[src/rtl/tart_pkg.sv]
// Shared constants for the TART receiver front end: register map, CTRL/STATUS
// bit positions and the DATA byte sequencer phases.
package tart_pkg;

   typedef logic [7:0] byte_t;

   localparam logic [6:0] ADDR_CTRL   = 7'h00;
   localparam logic [6:0] ADDR_STATUS = 7'h01;
   localparam logic [6:0] ADDR_COUNT  = 7'h02;
   localparam logic [6:0] ADDR_DATA   = 7'h03;
   localparam logic [6:0] ADDR_ID     = 7'h04;

   localparam int CTRL_CAP_EN = 0;
   localparam int CTRL_FLUSH  = 1;

   localparam int STAT_FULL   = 0;
   localparam int STAT_EMPTY  = 1;
   localparam int STAT_CAP_EN = 2;

   localparam byte_t ID_BYTE_DEFAULT = 8'hA5;
   localparam int    SAMPLE_W        = 24;

   // Which byte of the FIFO head the next DATA load presents.
   typedef enum logic [1:0] {
      PH_HI  = 2'd0,
      PH_MID = 2'd1,
      PH_LO  = 2'd2
   } data_phase_e;

   function automatic data_phase_e next_phase(input data_phase_e p);
      case (p)
         PH_HI:   return PH_MID;
         PH_MID:  return PH_LO;
         default: return PH_HI;
      endcase
   endfunction

endpackage

[src/rtl/tart_spi_slave.sv]
// Oversampled SPI mode-0 slave with active-high select: synchronisers, edge
// detection, receive/transmit byte shifters and transaction framing strobes.
module tart_spi_slave
   import tart_pkg::*;
(
   input  logic  rx_clk_16,
   input  logic  reset,
   input  logic  spi_sck,
   input  logic  spi_ssel,
   input  logic  spi_mosi,
   output logic  spi_miso,
   output byte_t rx_byte,
   output logic  rx_valid,
   output logic  cmd_valid,
   output logic  byte_done,
   input  logic  tx_load,
   input  byte_t tx_byte,
   output logic  sel_rise,
   output logic  sel_fall
);

   logic [1:0] sck_sync, ssel_sync, mosi_sync;
   logic       sck_prev, ssel_prev;
   logic [2:0] bit_cnt;
   logic [6:0] rx_shift;
   byte_t      tx_shift;
   logic       first_byte;
   logic       active, sck_rise, sck_fall;

   assign active   = ssel_sync[1];
   assign sck_rise = sck_sync[1] & ~sck_prev;
   assign sck_fall = ~sck_sync[1] & sck_prev;
   assign sel_rise = ssel_sync[1] & ~ssel_prev;
   assign sel_fall = ~ssel_sync[1] & ssel_prev;
   assign spi_miso = tx_shift[7];

   always_ff @(posedge rx_clk_16) begin
      if (reset) begin
         sck_sync   <= '0;
         ssel_sync  <= '0;
         mosi_sync  <= '0;
         sck_prev   <= 1'b0;
         ssel_prev  <= 1'b0;
         bit_cnt    <= '0;
         rx_shift   <= '0;
         tx_shift   <= '0;
         rx_byte    <= '0;
         first_byte <= 1'b0;
         rx_valid   <= 1'b0;
         cmd_valid  <= 1'b0;
         byte_done  <= 1'b0;
      end else begin
         // NOTE: every register here uses <= so all flops sample pre-edge values.
         sck_sync  <= {sck_sync[0], spi_sck};
         ssel_sync <= {ssel_sync[0], spi_ssel};
         mosi_sync <= {mosi_sync[0], spi_mosi};
         sck_prev  <= sck_sync[1];
         ssel_prev <= ssel_sync[1];
         rx_valid  <= 1'b0;
         cmd_valid <= 1'b0;
         byte_done <= 1'b0;

         if (sel_rise) begin
            bit_cnt    <= '0;
            first_byte <= 1'b1;
         end else if (active && sck_rise) begin
            rx_shift <= {rx_shift[5:0], mosi_sync[1]};
            bit_cnt  <= bit_cnt + 3'd1;
            if (bit_cnt == 3'd7) begin
               rx_byte    <= {rx_shift, mosi_sync[1]};
               byte_done  <= 1'b1;
               cmd_valid  <= first_byte;
               rx_valid   <= ~first_byte;
               first_byte <= 1'b0;
            end
         end

         // The fall that closes a byte must not shift out the freshly loaded MSB.
         if (tx_load)
            tx_shift <= tx_byte;
         else if (active && sck_fall && bit_cnt != 3'd0)
            tx_shift <= {tx_shift[6:0], 1'b0};
      end
   end

endmodule

[src/rtl/tart_core.sv]
// TART receiver front end: antenna capture FIFO, SPI-visible register file,
// DATA byte streaming sequencer and FIFO-full LED.
module tart_core
   import tart_pkg::*;
#(
   parameter int    DEPTH   = 16,
   parameter byte_t ID_BYTE = ID_BYTE_DEFAULT
) (
   input  logic                rx_clk_16,
   input  logic                reset,
   input  logic                SPI_SCK,
   input  logic                SPI_SSEL,
   input  logic                SPI_MOSI,
   output logic                SPI_MISO,
   input  logic [SAMPLE_W-1:0] antenna,
   output logic                led
);

   localparam int PTR_W = $clog2(DEPTH);
   localparam int CNT_W = PTR_W + 1;

   byte_t rx_byte, tx_byte;
   logic  rx_valid, cmd_valid, byte_done, tx_load, sel_rise, sel_fall;

   tart_spi_slave u_spi (
      .rx_clk_16 (rx_clk_16),
      .reset     (reset),
      .spi_sck   (SPI_SCK),
      .spi_ssel  (SPI_SSEL),
      .spi_mosi  (SPI_MOSI),
      .spi_miso  (SPI_MISO),
      .rx_byte   (rx_byte),
      .rx_valid  (rx_valid),
      .cmd_valid (cmd_valid),
      .byte_done (byte_done),
      .tx_load   (tx_load),
      .tx_byte   (tx_byte),
      .sel_rise  (sel_rise),
      .sel_fall  (sel_fall)
   );

   logic [SAMPLE_W-1:0] mem [DEPTH];
   logic [SAMPLE_W-1:0] ant_q, head;
   logic [PTR_W-1:0]    wr_ptr, rd_ptr;
   logic [CNT_W-1:0]    count;
   logic                full, empty, push, pop, flush, wr_ctrl, data_rd;
   logic                cap_en, cmd_write, cur_write;
   logic [6:0]          cmd_addr, cur_addr;
   data_phase_e         phase;
   byte_t               status_byte, ctrl_byte, data_byte;

   assign full  = (count == CNT_W'(DEPTH));
   assign empty = (count == '0);
   assign head  = mem[rd_ptr];

   // The command byte's own strobe cycle already needs its address for the first reload.
   assign cur_addr  = cmd_valid ? rx_byte[6:0] : cmd_addr;
   assign cur_write = cmd_valid ? rx_byte[7]   : cmd_write;

   assign wr_ctrl = rx_valid && cmd_write && (cmd_addr == ADDR_CTRL);
   assign flush   = wr_ctrl && rx_byte[CTRL_FLUSH];
   assign push    = cap_en && !full;
   assign data_rd = byte_done && !sel_rise && (cur_addr == ADDR_DATA) && !cur_write && !empty;
   assign pop     = data_rd && (phase == PH_LO);

   always_comb begin
      // NOTE: every always_comb output gets a default first so no latch is inferred.
      status_byte              = '0;
      status_byte[STAT_FULL]   = full;
      status_byte[STAT_EMPTY]  = empty;
      status_byte[STAT_CAP_EN] = cap_en;
      ctrl_byte                = '0;
      ctrl_byte[CTRL_CAP_EN]   = cap_en;
      case (phase)
         PH_HI:   data_byte = head[23:16];
         PH_MID:  data_byte = head[15:8];
         default: data_byte = head[7:0];
      endcase
   end

   always_comb begin
      tx_load = sel_rise | byte_done;
      tx_byte = '0;
      if (sel_rise) begin
         tx_byte = status_byte;
      end else if (byte_done) begin
         case (cur_addr)
            ADDR_CTRL:   tx_byte = ctrl_byte;
            ADDR_STATUS: tx_byte = status_byte;
            ADDR_COUNT:  tx_byte = byte_t'(count);
            ADDR_DATA:   tx_byte = data_rd ? data_byte : 8'h00;
            ADDR_ID:     tx_byte = ID_BYTE;
            default:     tx_byte = 8'h00;
         endcase
      end
   end

   // NOTE: sample storage has no reset; occupancy and pointers alone define validity.
   always_ff @(posedge rx_clk_16) begin
      if (push)
         mem[wr_ptr] <= ant_q;
   end

   always_ff @(posedge rx_clk_16) begin
      if (reset) begin
         ant_q     <= '0;
         cap_en    <= 1'b0;
         cmd_write <= 1'b0;
         cmd_addr  <= '0;
         phase     <= PH_HI;
         wr_ptr    <= '0;
         rd_ptr    <= '0;
         count     <= '0;
         led       <= 1'b0;
      end else begin
         ant_q <= antenna;
         led   <= full;

         if (cmd_valid) begin
            cmd_write <= rx_byte[7];
            cmd_addr  <= rx_byte[6:0];
         end
         if (wr_ctrl)
            cap_en <= rx_byte[CTRL_CAP_EN];

         // A partially streamed sample is replayed from its top byte next time.
         if (sel_rise || sel_fall || flush)
            phase <= PH_HI;
         else if (data_rd)
            phase <= next_phase(phase);

         if (flush) begin
            wr_ptr <= '0;
            rd_ptr <= '0;
            count  <= '0;
         end else begin
            if (push)
               wr_ptr <= wr_ptr + PTR_W'(1);
            if (pop)
               rd_ptr <= rd_ptr + PTR_W'(1);
            case ({push, pop})
               2'b10:   count <= count + CNT_W'(1);
               2'b01:   count <= count - CNT_W'(1);
               default: count <= count;
            endcase
         end
      end
   end

endmodule

[config.mk]
export PLATFORM = sky130hd
export DESIGN_NAME = tart_core
export DESIGN_NICKNAME = d
export VERILOG_FILES = /design/src/rtl/tart_pkg.sv /design/src/rtl/tart_spi_slave.sv /design/src/rtl/tart_core.sv
export SDC_FILE = /design/constraint.sdc
export NUM_CORES = 1
export LEC_CHECK = 0
export ABC_AREA = 1
export BUFFER_PORTS_ARGS = -buffer_cell sky130_fd_sc_hd__buf_2
export CORE_ASPECT_RATIO = 1.1
export CORE_MARGIN = 2
export CORE_UTILIZATION = 51
export CTS_BUF_LIST = sky130_fd_sc_hd__clkbuf_4 sky130_fd_sc_hd__clkbuf_8 sky130_fd_sc_hd__clkbuf_16
export DETAILED_ROUTE_END_ITERATION = 10
export PLACE_DENSITY = 0.64
export SKIP_LAST_GASP = 1
export SLEW_MARGIN = 15
export SYNTH_ARGS = -nofsm -noshare
export SYNTH_HDL_FRONTEND = slang
export SYNTH_SLANG_ARGS = --single-unit
[constraint.sdc]
create_clock -name rx_clk_16 -period 3.5 [get_ports rx_clk_16]
set_clock_uncertainty 0.2 [all_clocks]
set_input_delay 0.7 -clock rx_clk_16 [delete_from_list [all_inputs] [get_ports rx_clk_16]]
set_output_delay 0.7 -clock rx_clk_16 [all_outputs]
set_load 0.01 [all_outputs]
Word level (Yosys, flattened, before mapping)

Memories as Yosys holds them, arrays and structs flattened. A register that Yosys moved wholly into a read port is not among the register bits.
Cells that the tools add are included.

Add/subtract/negate cells: 5
Equal/unequal tests: 10
Mux-type cells: 19
Bitwise operators: 13
Reduce and logical (&&, ||, !) cells: 35

Operators by type and width:

| cell                                                               | number |
|---|---|
| 8-bit two-way mux                                                  | 5 |
| 8-bit case mux with 5 select lines                                 | 1 |
| 8-bit case mux with 2 select lines                                 | 1 |
| 7-bit by 2-bit == test with 1-bit output, second input constant    | 2 |
| 7-bit logical NOT                                                  | 2 |
| 1-bit logical AND                                                  | 12 |
| 5-bit case mux with 2 select lines                                 | 1 |
| 4-bit by 1-bit adder with 4-bit output, second input constant      | 2 |
| 4-bit two-way mux                                                  | 2 |
| 1-bit NOT                                                          | 8 |
| 2-bit nonzero test                                                 | 4 |
| 7-bit by 1-bit == test with 1-bit output, second input constant    | 1 |
| 7-bit by 3-bit == test with 1-bit output, second input constant    | 1 |
| 1-bit two-way mux                                                  | 7 |
| 7-bit two-way mux                                                  | 1 |
| 2-bit OR reduction                                                 | 3 |
| 5-bit by 1-bit adder with 5-bit output, second input constant      | 1 |
| 5-bit == test, second input constant                               | 1 |
| 5-bit logical NOT                                                  | 1 |
| 5-bit by 1-bit subtractor with 5-bit output, second input constant | 1 |
| 1-bit AND                                                          | 4 |
| 2-bit by 1-bit == test with 1-bit output, second input constant    | 2 |
| 2-bit == test, second input constant                               | 2 |
| 1-bit logical NOT                                                  | 4 |
| other kinds (11)                                                   | 13 |

Bits in registers: 87
RAM bits: 384
Bits of input ports: 29
Output and inout bits: 2
Word-level logic and storage cells: 105
Memories kept: 1

Memory list:

| name | depth | bits a word | rd ports | clocked after memory_dff | write ports | RTL line        | text |
|---|---|---|---|---|---|---|---|
| mem  | 16    | 24          | 1        | 1                        | 1           | tart_core.sv:42 | `logic [SAMPLE_W-1:0] mem [DEPTH];` |

Logic depth before layout (Yosys ltp)

Depth after elaboration: 12
Mapped depth: 19
Mapped depth without buffers: 19

Modules after synthesis

From an unflattened synthesis, not the netlist that was laid out.

Cells, all modules: 1648
Area total of the unflattened synthesis: 19002.0 um^2

Modules (own cells, without submodules):

| module         | times used | cells each | area an instance (um^2) | sequential area each (um^2) |
|---|---|---|---|---|
| tart_core      | 1          | 1451       | 17500.5                 | 12592.1 |
| tart_spi_slave | 1          | 197        | 1501.4                  | 760.7 |

Worst setup path before layout

No wires, ideal clock.

Path type: reg2reg
Start: register u_spi.cmd_valid
End: register count[4]
Library setup time: 122 ps
Data arrival time: 2547 ps
Required time: 3178 ps
Slack: 631 ps
Cell stages (with the launch flop): 20
Buffers on the path: 1
Period minus slack after synthesis: 2869 ps
Cells stage by stage: dfxtp_1 buf_6 nand2_1 o21ai_2 nand2_1 nor2_2 nand2_2 nor3_4 nand3_2 inv_2 ha_1 ha_1 nand2_1 nand2_1 a21oi_1 inv_1 a21oi_1 o21ai_0 o21ai_0 a21oi_1

Longest elaborated chain between the ends: 8
Elaborated cells between the ends (all ways): 12
Classes of those cells: 3 x eq/ne; 3 x mux; 6 x reduce/logical

Ends and longest elaborated chain:

| element                                                                   | RTL line             | text |
|---|---|---|
| from (decl)                                                               | tart_spi_slave.sv:14 | `output logic cmd_valid,` |
| from (signal assigned)                                                    | tart_spi_slave.sv:72 | `cmd_valid <= first_byte;` |
| 7-bit two-way mux                                                         | n/a                  |  |
| 7-bit by 2-bit == test with 1-bit output                                  | tart_core.sv:63      | `assign data_rd = byte_done && !sel_rise && (cur_addr == ADDR_DATA) && !cur_write && !empty;` |
| 1-bit logical AND                                                         | tart_core.sv:63      |  |
| 1-bit logical AND (*) (2 in series)                                       | tart_core.sv:63      |  |
| 1-bit logical AND (*)                                                     | tart_core.sv:64      | `assign pop = data_rd && (phase == PH_LO);` |
| named net pop                                                             | tart_core.sv:46      | `logic full, empty, push, pop, flush, wr_ctrl, data_rd;` |
| 2-bit by 1-bit == test with 1-bit output or 2-bit == test (tied branches) | tart_core.sv:141     | `case ({push, pop})` |
| 5-bit case mux with 2 select lines or 2-bit nonzero test (tied branches)  | n/a                  |  |
| to (signal assigned)                                                      | tart_core.sv:142     | `2'b10: count <= count + CNT_W'(1);` |
| to (signal assigned)                                                      | tart_core.sv:143     | `2'b01: count <= count - CNT_W'(1);` |
| to (signal assigned)                                                      | tart_core.sv:144     | `default: count <= count;` |
| to (decl)                                                                 | tart_core.sv:45      | `logic [CNT_W-1:0] count;` |

Mark *: on every way through the listed nets, which the timed path passes. The rest lies on a longest branch.
A chain may end at the register's enable or synchronous reset.

Worst setup path in the final report

Start: register u_spi.ssel_prev
End: register count[4]

Longest elaborated chain between the ends: 10
Elaborated cells between the ends (all ways): 12
Classes of those cells: 2 x eq/ne; 1 x mux; 2 x bitwise; 7 x reduce/logical

Ends and longest elaborated chain:

| element                                                                   | RTL line             | text |
|---|---|---|
| from (decl)                                                               | tart_spi_slave.sv:23 | `logic sck_prev, ssel_prev;` |
| from (signal assigned)                                                    | tart_spi_slave.sv:58 | `ssel_prev <= ssel_sync[1];` |
| 1-bit NOT (*)                                                             | tart_spi_slave.sv:33 | `assign sel_rise = ssel_sync[1] & ~ssel_prev;` |
| 1-bit AND (*)                                                             | tart_spi_slave.sv:33 |  |
| named net sel_rise                                                        | tart_core.sv:23      | `logic rx_valid, cmd_valid, byte_done, tx_load, sel_rise, sel_fall;` |
| 1-bit logical NOT (*)                                                     | tart_core.sv:63      |  |
| 1-bit logical AND (*) (4 in series)                                       | tart_core.sv:63      |  |
| 1-bit logical AND (*)                                                     | tart_core.sv:64      |  |
| named net pop                                                             | tart_core.sv:46      |  |
| 2-bit by 1-bit == test with 1-bit output or 2-bit == test (tied branches) | tart_core.sv:141     |  |
| 5-bit case mux with 2 select lines or 2-bit nonzero test (tied branches)  | n/a                  |  |

Marked as above.

==> run summary <==
die height: 208 um
synth-to-layout area growth: 13.4%
CTS max path bufs: 3
Detailed Place HPWL: 25300 um
Syn Nets: 1853
syn avg cell area: 10.6 um2
buffers and inverters on the worst path: 3
PwrDens: 515 nW/um2
setup TNS: 0 ns
Tot GR Track Use: 23.9%
CTS Buf Count: 47
drt via density: 5.39
Fin. Hold Viols: 0
largest net degree at the start of global routing: 84
Final ANT Viol Nets: 0
initial core utilization: 51.8%
critical path class: flip-flop to flip-flop
fin crit share: 90.1%
vias post-DR: 12.8k
maximum clock frequency: 317 MHz
Max stage delay on crit path: 0.32 ns
Final Slew Violations: 0
Yosys top cell by area: edfxtp_1
grt ovf: 0
fin crit period: 3.15 ns
CTS Hold Bufs: 0
path type of the worst min-delay path: primary input to flip-flop
final std cell area, no fill: 21800 um2
placed instance area: 20300 um2
Synth Warn #: 0
top post-synthesis cells by area: edfxtp_1, dfxtp_1, nand2_1, nand3_1, inv_1
startpoint types: flip-flop
unrepaired setup endpoints after global routing: no
Tot Pwr: 11200 uW
DRT iter0 DRCs: 1182
std cell rows: 74
Slew @ Worst Pin: 1.14 ns
# port buffers: 30
Layout Nets: 1888
Post-Syn Instances: 1810
clk sinks: 475
flops & latches, synth: 475
Core Region: 37100 um2
H-tree levels: 2
CP top delay family: adder cells
crit path max-delay cell type: ha_1
Max Fanout on Critical Path: 7
WL final: 45900 um
Slew HR: 23.7%
Detailed Routing Iterations Pass 1: 5
DRC: 0
post-synthesis sequential area ratio: 69.4%
IO Pins: 31
total of max-cap violations: 0
clock latency on the worst-skew pair: 0.58 ns
antenna violations before repair: 0
Cell Area, Synth: 19200 um2
first-pass GRT wire length: 71200 um
Hold WS: 0.124 ns
status: finished clean
Chip Width: 189 um
Required @ worst endpoint: 3.75 ns
vias in the first global route: 12.4k
clock root buffer: clkbuf_16
Synth top area share: 60.0%
clock slew at reported path FFs: 0.06 ns
Diodes inserted: 0
layout cells sized above 1: 10.3%
final setup violation count: 0
crit path cell chain: inv_1 > ha_1 > nor2_1 > nand4_1 > nor3_4 > nand3_2 > inv_2 > ha_1 > ha_1 > nand2_1 > nand2_1 > a21oi_1 > inv_1 > a21oi_1 > o21ai_0 > o21ai_0 > a21oi_1
per-cell routed wire length: 19.3 um
TritonCTS clock tree: built
worst vdd ir: 0.000381 V
GPL Wtd Cong: 0.788
LEAKAGE: 0.00828 uW
Synth cell types: 34
die area: 39300 um2
crit path DAT: 3.40 ns
nature of the critical path endpoint: flip-flop
## worst paths after layout
kind                           start                 end  slack (ns)  cells after the start
setup / recovery     u_spi.ssel_prev            count[4]        0.35                     17
hold reg to reg   u_spi.ssel_sync[0]  u_spi.ssel_sync[1]        0.20                      2
setup reg to reg     u_spi.ssel_prev            count[4]        0.35                     17
hold / removal            antenna[2]            ant_q[2]        0.12                      3
## final cells by class
class | count | area (um2)
multi-input cells | 1078 | 4990
clock buffers | 62 | 1360
fillers | 3050 | 15300
well taps | 494 | 618
clock inverters | 24 | 186
repair buffers | 73 | 648
inverters | 170 | 642
flip-flops and latches | 475 | 13400
## what timing repair did
action | in CTS | in global routing
setup buffers | 0 | 0
setup endpoints to repair | 0 | 1
gates resized for setup | 0 | 4
## Yosys cell counts
| cell type | count |
|---|---|
| nor2_1 | 144 |
| inv_2 | 4 |
| edfxtp_1 | 384 |
| buf_1 | 22 |
| ha_1 | 13 |
| a21boi_2 | 1 |
| clkbuf_1 | 38 |
| o21ai_1 | 10 |
| a21oi_2 | 7 |
| nand2_2 | 2 |
| xnor2_1 | 1 |
| buf_6 | 2 |
| nand3_2 | 1 |
| a211oi_1 | 2 |
| nor2_2 | 4 |
| nand4_1 | 7 |
| buf_2 | 25 |
| inv_1 | 166 |
| a221oi_1 | 1 |
| nor3_4 | 1 |
| nor3_1 | 2 |
| o21ai_2 | 2 |
| nor4_1 | 1 |
| dfxtp_1 | 91 |
| o211ai_1 | 18 |
| o221ai_1 | 1 |
| a21oi_1 | 34 |
| and3_1 | 1 |
| nand3_1 | 262 |
| o22ai_1 | 1 |
| nand2_1 | 484 |
| xor2_1 | 2 |
| fa_1 | 1 |
| o21ai_0 | 75 |
## layout by cell type (no fill, tap or decap), types with 7 or more instances in the layout
| cell | instances |
|---|---|
| nand2_1 | 484 |
| edfxtp_1 | 384 |
| nand3_1 | 262 |
| inv_1 | 165 |
| nor2_1 | 128 |
| dfxtp_1 | 87 |
| o21ai_0 | 73 |
| clkbuf_16 | 49 |
| a21oi_1 | 34 |
| buf_2 | 30 |
| buf_4 | 29 |
| o211ai_1 | 18 |
| nor2_4 | 16 |
| buf_12 | 14 |
| ha_1 | 13 |
| o21ai_1 | 12 |
| clkinv_2 | 9 |
| clkinv_1 | 9 |
| clkbuf_4 | 8 |
| a21oi_2 | 7 |
| nand4_1 | 7 |
## layer usage
metal  GRT usage, %  vias to the layer above  wire length [um]
met4           9.35                        0              1700
li1               -                     6172                 -
met1           31.8                     6088             19100
met5              0                        -                 0
met2           39.3                      433             21800
met3           3.85                      102              3260
## worst register-to-register path, stage by stage, from the launching register on
cell	delay, ns
dfxtp_1	0.31
inv_1	0.04
ha_1	0.29
nor2_1	0.17
nand4_1	0.17
nor3_4	0.24
nand3_2	0.16
inv_2	0.12
ha_1	0.28
ha_1	0.32
nand2_1	0.09
nand2_1	0.05
a21oi_1	0.12
inv_1	0.06
a21oi_1	0.10
o21ai_0	0.11
o21ai_0	0.16
a21oi_1	0.05
## kinds of logic after synthesis
logic type | synth area share, %
AOI/OAI and AO/OA | 4.47
xor gates and xnor gates | 0.137
adders and majority gates | 0.950
buffers and inverters | 5.26
DFF | 69.4
and+or+nand+nor | 19.8
## per-stage QoR
| step | worst slack [ns] | cells | utilization [%] |
|---|---|---|---|
| 2_1_floorplan | 0.631 | 1810 | - |
| 3_3_place_gp | 0.183 | 2290 | 54.6 |
| 3_5_place_dp | 0.180 | 2290 | 54.6 |
| 4_1_cts | 0.162 | 2376 | 58.7 |
| 5_1_grt | 0.0250 | 2376 | 58.7 |
| 6_report | 0.347 | 2376 | 58.7 |
## flip-flops by register name, indices dropped and copies added, names as in the netlist, 4 cells and up, named ones only
name / cells
u_spi.rx_shift: 7
ant_q: 24
u_spi.tx_shift: 8
wr_ptr: 4
count: 5
u_spi.rx_byte: 8
rd_ptr: 4
cmd_addr: 7
mem: 384
## power breakdown
| group | switching [uW] | internal [uW] |
|---|---|---|
| sequential | 61.4 | 6120 |
| clock | 2100 | 2880 |
| combinational | 44.9 | 26.1 |
| total | 2210 | 9020 |
Power figures use the tool's default switching activity.
